### config.mk
export PLATFORM = sky130hd
export DESIGN_NAME = pipe_stall_ctrl
export DESIGN_NICKNAME = d
export VERILOG_FILES = /design/src/rtl/pipe_stall_ctrl.sv
export SDC_FILE = /design/constraint.sdc
export NUM_CORES = 1
export LEC_CHECK = 0
export BUFFER_PORTS_ARGS = -buffer_cell sky130_fd_sc_hd__buf_4
export CAP_MARGIN = 20
export CORE_MARGIN = 4
export CORE_UTILIZATION = 45
export CTS_CLUSTER_SIZE = 14
export DETAILED_ROUTE_END_ITERATION = 12
export HOLD_SLACK_MARGIN = 0.02
export MAX_ROUTING_LAYER = met4
export PLACE_DENSITY_LB_ADDON = 0.08
export SLEW_MARGIN = 40
export SYNTH_ARGS = -nofsm -noshare
export SYNTH_HDL_FRONTEND = slang
export SYNTH_SLANG_ARGS = --single-unit
### constraint.sdc
create_clock -name clk -period 2.3 [get_ports clk]
set_clock_uncertainty 0.15 [all_clocks]
set_input_delay 0.46 -clock clk [delete_from_list [all_inputs] [get_ports clk]]
set_output_delay 0.46 -clock clk [all_outputs]
set_load 0.01 [all_outputs]
### src/rtl/pipe_stall_ctrl.sv
// Pipeline stall controller: load-use hazard detection plus a multi-cycle-op stall FSM.
// Stall/busy/done are combinational from current inputs and state; stall_count is registered.
module pipe_stall_ctrl (
  input  logic       clk,
  input  logic       rst,
  input  logic       id_reg1_read,
  input  logic [4:0] id_reg1_addr,
  input  logic       id_reg2_read,
  input  logic [4:0] id_reg2_addr,
  input  logic       ex_is_load,
  input  logic       ex_wreg,
  input  logic [4:0] ex_wd,
  input  logic       ex_mc_start,
  input  logic [5:0] ex_mc_cycles,
  input  logic       flush,
  output logic [5:0] stall,
  output logic       mc_busy,
  output logic       mc_done,
  output logic [15:0] stall_count
);

  typedef enum logic [1:0] {IDLE, RUN, DONE} state_t;

  localparam logic [5:0] STALL_MC = 6'b001111;
  localparam logic [5:0] STALL_LU = 6'b000111;

  state_t     state, state_nxt;
  logic [5:0] cnt, cnt_nxt;
  logic       lu;
  logic       accept;
  logic       mc_stall;
  logic [5:0] stall_raw;

  always_comb begin
    lu = ex_is_load & ex_wreg & (ex_wd != 5'd0) &
         ((id_reg1_read & (id_reg1_addr == ex_wd)) |
          (id_reg2_read & (id_reg2_addr == ex_wd)));
  end

  // cnt holds the stall cycles still owed after the current one; RUN always has cnt >= 1.
  always_comb begin
    state_nxt = state;
    cnt_nxt   = cnt;
    accept    = 1'b0;
    mc_stall  = 1'b0;
    case (state)
      RUN: begin
        mc_stall = 1'b1;
        cnt_nxt  = cnt - 6'd1;
        if (cnt == 6'd1) state_nxt = DONE;
      end
      default: begin
        state_nxt = IDLE;
        cnt_nxt   = 6'd0;
        if (ex_mc_start && (ex_mc_cycles != 6'd0) && !flush) begin
          accept    = 1'b1;
          mc_stall  = 1'b1;
          cnt_nxt   = ex_mc_cycles - 6'd1;
          state_nxt = (ex_mc_cycles >= 6'd2) ? RUN : DONE;
        end
      end
    endcase
    if (flush) begin
      state_nxt = IDLE;
      cnt_nxt   = 6'd0;
    end
  end

  always_comb begin
    stall_raw = 6'd0;
    if (flush)         stall_raw = 6'd0;
    else if (mc_stall) stall_raw = STALL_MC;
    else if (lu)       stall_raw = STALL_LU;
  end

  assign stall   = rst ? 6'd0 : stall_raw;
  assign mc_busy = !rst && ((state == RUN) || accept);
  assign mc_done = !rst && (state == DONE);

  always_ff @(posedge clk) begin
    if (rst) begin
      state       <= IDLE;
      cnt         <= 6'd0;
      stall_count <= 16'd0;
    end else begin
      state <= state_nxt;
      cnt   <= cnt_nxt;
      if ((stall != 6'd0) && (stall_count != 16'hFFFF))
        stall_count <= stall_count + 16'd1;
    end
  end

endmodule

==> metrics.md <==
| Metric | Value |
|---|---|
| Slew Viols, Final | `0` |
| TritonCTS clock tree | `yes` |
| Fmax | `442 MHz` |
| First-pass GRT wire length | `7120 um` |
| GPL Wtd Cong | `0.866` |
| Vias in the first global route | `1622` |
| Yosys Warn Count | `0` |
| Sink count of the clock tree | `24` |
| Initial antenna violation count | `0` |
| CP Launch Type | `flip-flop` |
| Unrepaired setup endpoints after global routing | `true` |
| Port-buffer cells | `50` |
| Mux contribution to synthesized area | `1.96%` |
| Fin. Hold Viols | `0` |
| NumNets Final | `299` |
| Initial core utilization | `47.0%` |
| Area leader, netlist | `dfxtp_1` |
| Synthesis-to-layout area growth | `43.1%` |
| Yosys reg bits | `24` |
| Via Count | `1635` |
| Avg WL per Cell | `14.0 um` |
| Clock Pin Slew Worst Setup and Hold Paths | `0.14 ns` |
| FF-to-FF path depth | `8` |
| Post-detailed-route count of antenna-violating nets | `0` |
| Seq/Total Area, Yosys | `30.2%` |
| CP max stage cell | `or4_1` |
| Number of synthesized flops with an enable pin | `0` |
| VDD IR-drop max | `0.000241 V` |
| Mapped cell area | `1590 um2` |
| Post-synthesis adder-cell area fraction | `4.71%` |
| Hold Path Stages | `4` |
| FILL cells | `282` |
| FP Rows | `21` |
| Post-synth top area share | `30.2%` |
| Post-Synthesis Cells | `192` |
| Top post-synthesis cells by count | `dfxtp_1 (24), nor2_1 (19), a21oi_1 (17)` |
| Min Clock Period, post-route | `2.26 ns` |
| Count leader, synth | `dfxtp_1` |
| Req. time, crit path | `2.40 ns` |
| DR DRC count | `0` |
| Hold WC Path Type | `input pin to flip-flop` |
| Post-layout util | `67.3%` |
| Top_reg_cell synth | `dfxtp_1` |
| CP Capture Type | `flip-flop` |
| DP HPWL | `3370 um` |
| Top-Level Pins | `53` |
| Post-Route WL | `4340 um` |
| Pre-CTS setup slack | `-0.0829 ns` |
| Total power | `953 uW` |
| Clock Path Buffers | `2` |
| Post-Synth XOR/XNOR Area | `10.4%` |
| Storage element area | `483 um2` |
| Main combinational cell family by area after synthesis | `simple AND/OR/NAND/NOR gates` |
| Core area | `3390 um2` |
| Die footprint | `4560 um2` |
| Synth async-reset ratio | `0%` |
| Post-synthesis simple-gate area fraction | `28.5%` |
| Ratio of cells with drive above 1 in the final layout | `38.4%` |
| Crit path DAT | `2.37 ns` |
| PwrDens | `418 nW/um2` |
| Syn Area/Cell | `8.30 um2` |
| Initial drt markers | `49` |
| CTS H-Tree Depth | `1` |
| # diodes | `0` |
| Netlist cell types | `44` |
| Overall routing resource usage | `20.9%` |
| Final period util | `98.3%` |
| Die W | `67.5 um` |
| GRT overflow | `0` |
| P_leak | `0.950 nW` |
| Clock Latency Late Sink | `0.32 ns` |
| Setup TNS | `0 ns` |
| Final Cell Area | `2280 um2` |
| DRT Pass-1 Iters | `4` |
| Post-DR vias/cell | `5.29` |
| Largest net degree at the start of global routing | `20` |
| Status | `finished, final reports clean` |
| Setup WS post-layout | `0.0382 ns` |
| CTS Buf Count | `3` |
| Clk root buf | `clkbuf_4` |
| CP max stage delay | `0.47 ns` |
| Main area contributors after synthesis | `dfxtp_1 (30%), xnor2_1 (7.7%), a21oi_1 (5.3%)` |
| Worst Path Max Fanout | `4` |
| Max_cap viols | `0` |
| Placed cell area | `2110 um2` |
| Count of hold-fix buffers inserted at cts | `0` |
| Die Y | `67.5 um` |
| Final setup violation count | `0` |
| Compound-cell area share of the yosys netlist | `17.8%` |
| Area of the multi-input gates | `1060 um2` |
| Crit path kind | `flip-flop to flip-flop` |
| Crit-path cells | `ha_4 > and3_4 > and4bb_2 > a211oi_2 > a21oi_2 > buf_4 > or4_1 > a21oi_1` |
registers in the layout, indices dropped and copies added, names as in the netlist:
signal / cells
cnt: 6
stall_count: 16
state: 2
cell usage in the layout, fill, tap and decap left out, types with 2 or more instances in the layout:
cell type  instances
or3_1              7
xnor2_1           14
nand2_1           13
a21oi_2            2
mux2i_1            2
xor2_1             5
conb_1             2
ha_1               4
nand3_1            7
nor4_1             2
nor3_1             8
nor2b_1            4
nand4_1            6
buf_4             72
buf_6              5
inv_1              4
o21ai_1            6
dfxtp_2            2
inv_4              2
a21o_1             2
dfxtp_1           22
o31ai_1            5
or4_1              4
clkbuf_4           3
nor2_1            19
a21oi_1           16
ha_4               2
nand2b_1           2
stage by stage:
| step | std cells | hold slack (ns) |
|---|---|---|
| 6_report | 309 | 0.352 |
| 4_1_cts | 305 | 0.323 |
| 2_1_floorplan | 193 | 0.358 |
| 3_5_place_dp | 298 | 0.352 |
| 5_1_grt | 309 | 0.332 |
| 3_3_place_gp | 298 | 0.331 |
area by class of cell:
class                   count  area share (%)
flip-flops and latches     24            21.2
inverters                   6            1.21
well taps                  46            2.52
multi-input cells         152            46.6
repair buffers             77            26.2
clock buffers               3           0.988
clock inverters             1            1.32
logic make-up (layout without fill, tap and decap cells):
family                   after synthesis  count (layout)
flip-flops                            24              24
other                                  1               2
AND/OR/NAND/NOR                       83              83
adder cells (fa/ha/maj)                6               6
XOR/XNOR                              19              19
AO/OA/AOI/OAI                         39              39
buffers and inverters                 17              87
multiplexers                           3               3
path summary, 6_finish.rpt:
path | from | endpoint | slack (ns)
setup / recovery | stall_count[1] | stall_count[9] | 0.04
hold / removal | ex_mc_cycles[5] | cnt[5] | 0.35
setup reg to reg | stall_count[1] | stall_count[9] | 0.04
hold reg to reg | stall_count[14] | stall_count[14] | 0.37
report_power, final:
part	total (mW)	internal, mW	switching, mW
Combinational	0.216	0.116	0.100
Clock	0.308	0.176	0.132
Sequential	0.429	0.423	0.00575
Total	0.953	0.715	0.238
worst max-delay path: cells and delay by family, from the launching register on:
| family | cells | cell delay, ns |
|---|---|---|
| buf+inv | 1 | 0.16 |
| fa+ha+maj | 1 | 0.16 |
| compound gates | 3 | 0.49 |
| flops | 1 | 0.36 |
| simple gates | 3 | 0.89 |
per-layer routing:
layer	global-route usage (%)	part of all wire (%)	vias to the layer above
li1	-	-	816
met1	23.0	39	761
met4	7.85	2.5	0
met5	-	0	-
met2	37.7	53	46
met3	3.16	5.1	12
repair_timing:
action / CTS / global route
pin swaps: 4 / 3
setup buffers: 3 / 4
endpoints found under the setup margin: 4 / 10
gates resized for setup: 12 / 7
Note: power is estimated with default switching activity, not from simulation.
